## src/rtl/dsa_pkg.sv

```systemverilog
// Shared types for the pixel packing path.
// word_entry_t is one packed memory word as it sits in the word FIFO:
//   addr - word address (byte address >> 2)
//   data - four pixels, lane k at bits [8k+7:8k]
//   strb - byte enables, bit k = lane k
package dsa_pkg;
   localparam int PIX_W      = 8;
   localparam int WORD_BYTES = 4;

   typedef struct packed {
      logic [29:0]                 addr;
      logic [PIX_W*WORD_BYTES-1:0] data;
      logic [WORD_BYTES-1:0]       strb;
   } word_entry_t;
endpackage

```

## src/rtl/pack_word_fifo.sv

```systemverilog
// Synchronous word FIFO with a registered head.
// Ports:
//   clk, rst_n     - clock, async active-low reset
//   clear_i        - synchronous flush of all entries
//   push_i         - write push_entry_i (dropped when full and not popping)
//   pop_i          - consume the head entry
//   head_o         - head entry, zero when empty
//   valid_o        - FIFO non-empty
//   drop_o         - a push was discarded this cycle
module pack_word_fifo
   import dsa_pkg::*;
#(
   parameter int DEPTH = 4
) (
   input  logic        clk,
   input  logic        rst_n,
   input  logic        clear_i,
   input  logic        push_i,
   input  word_entry_t push_entry_i,
   input  logic        pop_i,
   output word_entry_t head_o,
   output logic        valid_o,
   output logic        drop_o
);
   localparam int AW = $clog2(DEPTH);

   // One extra pointer bit distinguishes full from empty.
   logic [AW:0] wr_ptr_q, rd_ptr_q;
   word_entry_t mem_q [DEPTH];
   logic        empty, full, do_push, do_pop;

   assign empty   = (wr_ptr_q == rd_ptr_q);
   assign full    = (wr_ptr_q[AW] != rd_ptr_q[AW]) &&
                    (wr_ptr_q[AW-1:0] == rd_ptr_q[AW-1:0]);
   assign do_pop  = pop_i && !empty && !clear_i;
   // When full, a same-cycle pop frees the slot the write lands in.
   assign do_push = push_i && !clear_i && (!full || do_pop);
   assign drop_o  = push_i && !clear_i && full && !do_pop;

   assign valid_o = !empty;
   assign head_o  = empty ? '0 : mem_q[rd_ptr_q[AW-1:0]];

   always_ff @(posedge clk or negedge rst_n) begin
      if (!rst_n) begin
         wr_ptr_q <= '0;
         rd_ptr_q <= '0;
      end else if (clear_i) begin
         wr_ptr_q <= '0;
         rd_ptr_q <= '0;
      end else begin
         if (do_push) wr_ptr_q <= wr_ptr_q + 1'b1;
         if (do_pop)  rd_ptr_q <= rd_ptr_q + 1'b1;
      end
   end

   // Storage needs no reset: it is only visible through head_o while non-empty.
   always_ff @(posedge clk) begin
      if (do_push) mem_q[wr_ptr_q[AW-1:0]] <= push_entry_i;
   end
endmodule

```

## src/rtl/pixel_pack_writer.sv

```systemverilog
// Packs byte-wide pixel writes into 32-bit masked memory words.
// Ports:
//   clk, rst_n                   - clock, async active-low reset
//   clear                        - sync pulse: drop all state, zero counter/flags
//   pix_valid/pix_addr/pix_data  - byte write stream (no backpressure)
//   flush                        - end of frame: drain partial word
//   mem_valid/mem_ready          - word handshake to memory
//   mem_addr/mem_data/mem_strb   - word-aligned address, packed data, byte enables
//   busy                         - work outstanding
//   flush_done                   - one-cycle pulse once a flushed frame has drained
//   overflow                     - sticky, a word was lost on a full FIFO
//   words_out                    - words handed to memory since clear
module pixel_pack_writer
   import dsa_pkg::*;
#(
   parameter int FIFO_DEPTH = 4,
   parameter int CNT_W      = 16
) (
   input  logic             clk,
   input  logic             rst_n,
   input  logic             clear,
   input  logic             pix_valid,
   input  logic [31:0]      pix_addr,
   input  logic [7:0]       pix_data,
   input  logic             flush,
   output logic             mem_valid,
   input  logic             mem_ready,
   output logic [31:0]      mem_addr,
   output logic [31:0]      mem_data,
   output logic [3:0]       mem_strb,
   output logic             busy,
   output logic             flush_done,
   output logic             overflow,
   output logic [CNT_W-1:0] words_out
);
   logic [29:0]      acc_addr_q, acc_addr_d;
   logic [31:0]      acc_data_q, acc_data_d;
   logic [3:0]       acc_strb_q, acc_strb_d;
   logic             flush_pend_q, flush_pend_d;
   logic             overflow_q, overflow_d;
   logic [CNT_W-1:0] words_q, words_d;

   logic        push, pop, fifo_drop, acc_empty, done_c;
   word_entry_t push_entry, head;
   logic [1:0]  lane;
   logic [29:0] pix_word;
   logic [31:0] m_data;
   logic [3:0]  m_strb;

   assign lane      = pix_addr[1:0];
   assign pix_word  = pix_addr[31:2];
   assign acc_empty = (acc_strb_q == 4'h0);
   assign pop       = mem_valid && mem_ready && !clear;
   assign done_c    = flush_pend_q && acc_empty && !mem_valid;

   always_comb begin
      acc_addr_d   = acc_addr_q;
      acc_data_d   = acc_data_q;
      acc_strb_d   = acc_strb_q;
      flush_pend_d = flush_pend_q;
      overflow_d   = overflow_q | fifo_drop;
      words_d      = pop ? words_q + CNT_W'(1) : words_q;
      push         = 1'b0;
      push_entry   = '0;
      m_data       = acc_data_q;
      m_strb       = acc_strb_q | (4'b0001 << lane);
      m_data[{lane, 3'b000} +: 8] = pix_data;

      if (pix_valid) begin
         if (acc_empty || pix_word == acc_addr_q) begin
            if (m_strb == 4'hF) begin
               // Completed word goes straight out; accumulator left empty.
               push       = 1'b1;
               push_entry = '{addr: pix_word, data: m_data, strb: m_strb};
               acc_data_d = '0;
               acc_strb_d = 4'h0;
            end else begin
               acc_addr_d = pix_word;
               acc_data_d = m_data;
               acc_strb_d = m_strb;
            end
         end else begin
            // Word change: evict the partial word, restart with this byte.
            push       = 1'b1;
            push_entry = '{addr: acc_addr_q, data: acc_data_q, strb: acc_strb_q};
            acc_addr_d = pix_word;
            acc_data_d = '0;
            acc_data_d[{lane, 3'b000} +: 8] = pix_data;
            acc_strb_d = 4'b0001 << lane;
         end
      end

      // Flush drains whatever remains after this cycle's byte has merged,
      // but only on a cycle the packing path left the push slot free.
      if ((flush_pend_q || flush) && !push && acc_strb_d != 4'h0) begin
         push       = 1'b1;
         push_entry = '{addr: acc_addr_d, data: acc_data_d, strb: acc_strb_d};
         acc_data_d = '0;
         acc_strb_d = 4'h0;
      end

      if (flush)       flush_pend_d = 1'b1;
      else if (done_c) flush_pend_d = 1'b0;

      if (clear) begin
         acc_addr_d   = '0;
         acc_data_d   = '0;
         acc_strb_d   = '0;
         flush_pend_d = 1'b0;
         overflow_d   = 1'b0;
         words_d      = '0;
         push         = 1'b0;
      end
   end

   always_ff @(posedge clk or negedge rst_n) begin
      if (!rst_n) begin
         acc_addr_q   <= '0;
         acc_data_q   <= '0;
         acc_strb_q   <= '0;
         flush_pend_q <= 1'b0;
         overflow_q   <= 1'b0;
         words_q      <= '0;
      end else begin
         acc_addr_q   <= acc_addr_d;
         acc_data_q   <= acc_data_d;
         acc_strb_q   <= acc_strb_d;
         flush_pend_q <= flush_pend_d;
         overflow_q   <= overflow_d;
         words_q      <= words_d;
      end
   end

   pack_word_fifo #(.DEPTH(FIFO_DEPTH)) u_fifo (
      .clk          (clk),
      .rst_n        (rst_n),
      .clear_i      (clear),
      .push_i       (push),
      .push_entry_i (push_entry),
      .pop_i        (pop),
      .head_o       (head),
      .valid_o      (mem_valid),
      .drop_o       (fifo_drop)
   );

   assign mem_addr   = {head.addr, 2'b00};
   assign mem_data   = head.data;
   assign mem_strb   = head.strb;
   assign busy       = !acc_empty || mem_valid || flush_pend_q;
   assign flush_done = done_c && !clear;
   assign overflow   = overflow_q;
   assign words_out  = words_q;
endmodule

```

## config.mk

```make
export PLATFORM = sky130hd
export DESIGN_NAME = pixel_pack_writer
export DESIGN_NICKNAME = d
export VERILOG_FILES = /design/src/rtl/dsa_pkg.sv /design/src/rtl/pack_word_fifo.sv /design/src/rtl/pixel_pack_writer.sv
export SDC_FILE = /design/constraint.sdc
export NUM_CORES = 1
export LEC_CHECK = 0
export BUFFER_PORTS_ARGS = -buffer_cell sky130_fd_sc_hd__buf_2
export CORE_MARGIN = 10
export CORE_UTILIZATION = 60
export DETAILED_ROUTE_END_ITERATION = 12
export PLACE_DENSITY = 0.82
export SLEW_MARGIN = 20
export SYNTH_ARGS = -nofsm -noshare
export SYNTH_HDL_FRONTEND = slang
export SYNTH_SLANG_ARGS = --single-unit
```

## constraint.sdc

```tcl
create_clock -name clk -period 8.14 [get_ports clk]
set_input_delay 0.407 -clock clk [delete_from_list [all_inputs] [get_ports clk]]
set_output_delay 0.407 -clock clk [all_outputs]
set_load 0.03 [all_outputs]
```

* Yosys cells after proc, flatten, opt, wreduce, memory -nomap -nowiden
Memory sizes are Yosys's and may differ from the RTL's. Cells that the tools add are included.
Storage, ports and cells: flip-flop bits (word level) 90, bits in writable memories 264, input port bits 46, output and inout port bits 88, word-level logic and storage cells 92, memories 1
Operators by class: add/sub/neg operators 4, equality and inequality tests 5, shift operators 3, mux-type cells 37, bitwise gates (word level) 3, reductions and logical operators 31
Memories:
- u_fifo.mem_q | depth 4, bits a word 66, rd ports 1, clocked after memory_dff 0, write ports 1, line pack_word_fifo.sv:29 | word_entry_t mem_q [DEPTH];
Operators by type and width (count):
- two-way mux 66 bit | 5
- two-way mux 32 bit | 5
- two-way mux 30 bit | 4
- AND 32 bit | 1
- bitwise mux 32 bit | 1
- two-way mux 16 bit | 2
- variable shift 8 x 7 -> 32 bit, first input constant | 1
- variable part select 8 x 7 -> 32 bit | 1
- equality test 30 bit | 1
- two-way mux 4 bit | 5
- adder 16 x 1 -> 16 bit, second input constant | 1
- logical AND 1 bit | 14
- two-way mux 3 bit | 4
- two-way mux 1 bit | 11
- negator 5 -> 7 bit | 1
- adder 3 x 1 -> 3 bit, second input constant | 2
- zero test 1 bit | 6
- nonzero test 2 bit | 3
- logical OR 1 bit | 5
- equality test 4 bit, second input constant | 1
- zero test 4 bit | 1
- bitwise OR 4 bit | 1
- nonzero test 4 bit | 1
- << shifter 1 x 2 -> 4 bit, first input constant | 1
- other kinds (5) | 5

* Longest topological paths before layout
depth in word-level cells 16, depth in mapped cells 12, mapped depth without buffers 10

* Cells and area by module
Synthesis repeated with hierarchy kept, for this count alone.
Unflattened totals: cells, all modules 1056, area total of the unflattened synthesis 15630.0 um^2
Modules (own cells, without submodules):
- pack_word_fifo | instances 1, cells an instance 473, area an instance 10528.8 um^2, sequential area each 8077.7 um^2
- pixel_pack_writer | instances 1, cells an instance 583, area an instance 5101.1 um^2, sequential area each 2102.0 um^2

* Worst setup path before layout
OpenSTA, ideal clock, no wires.
path type input -> register, from input pix_addr[0], to memory u_fifo.mem_q[1][0] in the netlist's numbering, enable pin, setup time 0.585 ns, arrival 6.978 ns, required time 7.555 ns, path slack 0.577 ns, stages on the path 11, path buffers 2, cells stage by stage inv_1 > ha_1 > clkbuf_1 > o221a_2 > clkbuf_1 > o2bb2ai_1 > a41oi_1 > o21a_1 > a41o_4 > a21o_1 > nor3b_1
On the way: word-level cells in the longest chain between the ends 15, elaborated cells on any way between the ends 19, those cells by class eq/ne (1); shift (1); mux (10); bitwise (1); reduce/logical (6)
RTL lines:
- start: declaration | line pixel_pack_writer.sv:23 | input logic [31:0] pix_addr,
- << shifter 1 x 2 -> 4 bit (*) | line pixel_pack_writer.sv:66, pixel_pack_writer.sv:89
- bitwise OR 4 bit | line pixel_pack_writer.sv:66 | m_strb = acc_strb_q | (4'b0001 << lane);
- equality test 4 bit | line pixel_pack_writer.sv:71 | if (m_strb == 4'hF) begin
- two-way mux 1 bit | line pixel_pack_writer.sv:71
- two-way mux 1 bit | line pixel_pack_writer.sv:70 | if (acc_empty || pix_word == acc_addr_q) begin
- two-way mux 1 bit | line pixel_pack_writer.sv:69 | if (pix_valid) begin
- zero test 1 bit | line pixel_pack_writer.sv:95 | if ((flush_pend_q || flush) && !push && acc_strb_d != 4'h0) begin
- logical AND 1 bit (2 in series) | line pixel_pack_writer.sv:95
- two-way mux 1 bit (*) | line pixel_pack_writer.sv:95
- two-way mux 1 bit (*) | line pixel_pack_writer.sv:105 | if (clear) begin
- logical AND 1 bit (*) (2 in series) | line pack_word_fifo.sv:37 | assign do_push = push_i && !clear_i && (!full || do_pop);
- two-way mux 1 bit (*) | line pack_word_fifo.sv:58 | if (do_push) mem_q[wr_ptr_q[AW-1:0]] <= push_entry_i;
- two-way mux 1 bit (implied by the code) (*) | line pack_word_fifo.sv:58
- end: declaration | line pack_word_fifo.sv:29
Every way passes the cells marked *; elsewhere a longest branch is shown, timed or not.

==> metrics.log <==
INFO  metric insertion_delay = about 510 ps
INFO  metric grt_pass1_vias = between 10000 and 15000
INFO  metric port_buffers = ~130
INFO  metric fin_skew = 15.6 ps
INFO  metric gp_congestion = about 0.86
INFO  metric drt_drc = 0
INFO  metric fmax = approximately 250 MHz
INFO  metric fp.coreArea = 0.0253 mm^2
INFO  metric timing.reg2reg.setup_slack = between 4000 and 5000 ps
INFO  metric final-seq-area = roughly 0.010 mm^2
INFO  metric ctsResizeCount = 0
INFO  metric fp.dieArea = about 0.033 mm^2
INFO  metric num_antenna_cells = 0
INFO  metric synth-edff-count = around 260
INFO  metric netlist_area = 0.0156 mm^2
INFO  metric die_w = about 180 um
INFO  metric cts_tree = yes
INFO  metric finalHoldViolations = 0
INFO  metric timing.rr.end = u_fifo.mem_q[1][32]
INFO  metric post_cts_hold_buffer_count = 1
INFO  metric grt_overflow = 0
INFO  metric crit_fanout = 21
INFO  metric dp_hpwl = 21800 um
INFO  metric multi_input_area = just over 0.005 mm^2
INFO  metric vias_per_cell = 6.61
INFO  metric finalCritPeriodShare = ~50%
INFO  metric netlist_instances = around 1000
INFO  metric global_route.usage.total = between 20% and 30%
INFO  metric power_leakage = around 0.0064 uW
INFO  metric clk_transition_reported_paths = approximately 60 ps
INFO  metric cts-root-buf = clkbuf_16
INFO  metric crit_start = acc_addr_q[22]
INFO  metric ys.warnings.count = 0
INFO  metric post_synth.cell_area_avg = 15.0 um^2
INFO  metric cts_sinks = 354
INFO  metric pre_cts_slack = about 4100 ps
INFO  metric slew_violations = 0
INFO  metric dominantRegCellSynth = edfxtp_1
INFO  metric start_util = about three fifths
INFO  metric drt_first_pass_iters = 6
INFO  metric via_count = just under 10000
INFO  metric wl_per_cell = 24.6 um
INFO  metric slew-limit-headroom = between 20 and 30%
INFO  metric power_density = just under 300 mW/mm^2
INFO  metric final.setup.worst_slack = 4090 ps
INFO  metric area_growth_syn_to_layout = 13.4%
INFO  metric floorplan.die.height = ~180 um
INFO  metric synth_area_leaders = edfxtp_1, dfrtp_1, mux4_2, nor2b_1, nand2_1
INFO  metric synth_most_common_cell = edfxtp_1
INFO  metric worst_reg_to_reg_path_cell_count = 9
INFO  metric postSynthRegisterBits = approximately 350
INFO  metric post_route_cells_drive_above_1_share = between 20% and 30%
INFO  metric yosys.cell_types.count = 53
INFO  metric vdd.ir_drop.worst = approximately 0.25 mV
INFO  metric worstPathRequired = 8420 ps
INFO  metric termination_of_the_worst_setup_path = u_fifo.mem_q[1][32]
INFO  metric numCtsBuffers = 35
INFO  metric layout.nets = 1203
INFO  metric critPathArrivalTime = ~4300 ps
INFO  metric status = complete, no violations
INFO  metric critical_path.startpoint_type = flop
INFO  metric max_slew.worst_pin.slew = between 1000 and 1500 ps
INFO  metric max_cap_viol_count = 0
INFO  metric final-setup-viol-count = 0
INFO  metric fp-row-count = 58
INFO  metric critical_path.reg2reg.startpoint = acc_addr_q[22]
INFO  metric grt_setup_unrepaired = no
INFO  metric post-cts-setup-buffers = 0
INFO  metric crit_path_end_kind = flop
INFO  metric antenna_found_initial = 3
INFO  metric worstHoldPathType = in2reg
INFO  metric asyncSetResetFlopFracSynth = about 25%
INFO  metric whs_path_depth = 3
INFO  metric proportion_of_synthesized_chip_area_in_sequential_cells = between 60% and 70%
INFO  metric cts_max_level = 2
INFO  metric drt_iter0_drc = around 1200
INFO  metric fillerInstances = between 1500 and 2000
INFO  metric finalWorstPathRequiredPeriod = approximately 4100 ps
INFO  metric ant_nets = 0
INFO  metric postRouteWirelength = 36800 um
INFO  metric fin_setup_tns = 0 ps
INFO  metric netlist.top_cell.by_area = edfxtp_1
INFO  metric grt_max_degree = 69
INFO  metric cts-root-to-sink-buffers = 3
INFO  metric synthDominantCellAreaShare = around half
INFO  metric io-pin-count = approximately 130
INFO  metric timing_worst_setup_path_type = reg2reg
INFO  metric grt_first_pass_wirelength = just under 60000 um
INFO  metric synth.cells.most_frequent = edfxtp_1, dfrtp_1, nand2_1
how the worst min path moves through the flow:
stage | startpoint | to
after floorplan | rst_n | acc_addr_q[0]
after global placement | rst_n | acc_addr_q[0]
after detailed placement | rst_n | acc_addr_q[0]
after CTS | pix_addr[17] | acc_addr_q[15]
after global routing | pix_addr[13] | acc_addr_q[11]
final | pix_addr[2] | acc_addr_q[0]
flip-flops by register name, indices dropped and copies added (netlist names):
name,cells
u_fifo.mem_q,264
acc_data_q,32
acc_addr_q,30
words_out,16
acc_strb_q,4
u_fifo.rd_ptr_q,3
u_fifo.wr_ptr_q,3
flush_pend_q,1
overflow,1
cells by family after synthesis:
logic type,synth area share (%)
and+or+nand+nor,8.44
xor gates and xnor gates,2.65
AOI/OAI and AO/OA,9.79
other,0.0241
DFF,65.4
adders and majority gates,1.13
buffers and inverters,2.55
muxes,9.98
metrics by stage:
step	power (uW)	utilization [%]	instances	hold slack (ps)	instance area (um^2)
global route	5420	69.7	1498	147	17600
global placement	3600	64.9	1435	431	16400
finish	5210	69.7	1498	155	17600
detailed placement	3620	64.9	1435	420	16400
CTS	5240	69.6	1498	144	17600
floorplan	3210	-	1038	111	15600
routing by layer:
layer  share of wire (%)  track usage (%)
met4                 3.0             7.35
met2                  48             35.1
met5               0.076                0
met1                  40             29.5
met3                 9.2             4.82
final cells by class:
| class | count | share of cell area (%) |
|---|---|---|
| inverters | 8 | 0.170 |
| clock inverters | 15 | 0.865 |
| repair buffers | 151 | 4.61 |
| clock buffers | 47 | 5.81 |
| flip-flops and latches | 354 | 57.7 |
| multi-input cells | 593 | 28.5 |
| well taps | 330 | 2.34 |
worst max-delay path: stages (launching register included):
cell and delay, ps:
dfrtp_1 400, xnor2_1 230, nand4_1 230, nor4_4 480, a21o_1 630, nand2_1 290
nand2_1 240, nand3_1 530, buf_4 440, o22ai_1 310
power by group:
| group | total [uW] | internal (uW) | switching (uW) |
|---|---|---|---|
| clock network | 1630 | 980 | 651 |
| logic | 1460 | 503 | 962 |
| registers | 2110 | 2040 | 68.2 |
| total | 5210 | 3520 | 1680 |
layout by cell type, fill, tap and decap left out, drive strengths merged, types with 33 or more instances in the layout:
cell type and n:
xnor2 33, nand2 81, mux4 66, edfxtp 264
clkbuf 47, buf 150, nor3 41, nor2b 68
dfrtp 90, a21oi 40
No activity file was read; power rests on OpenSTA's default activity.
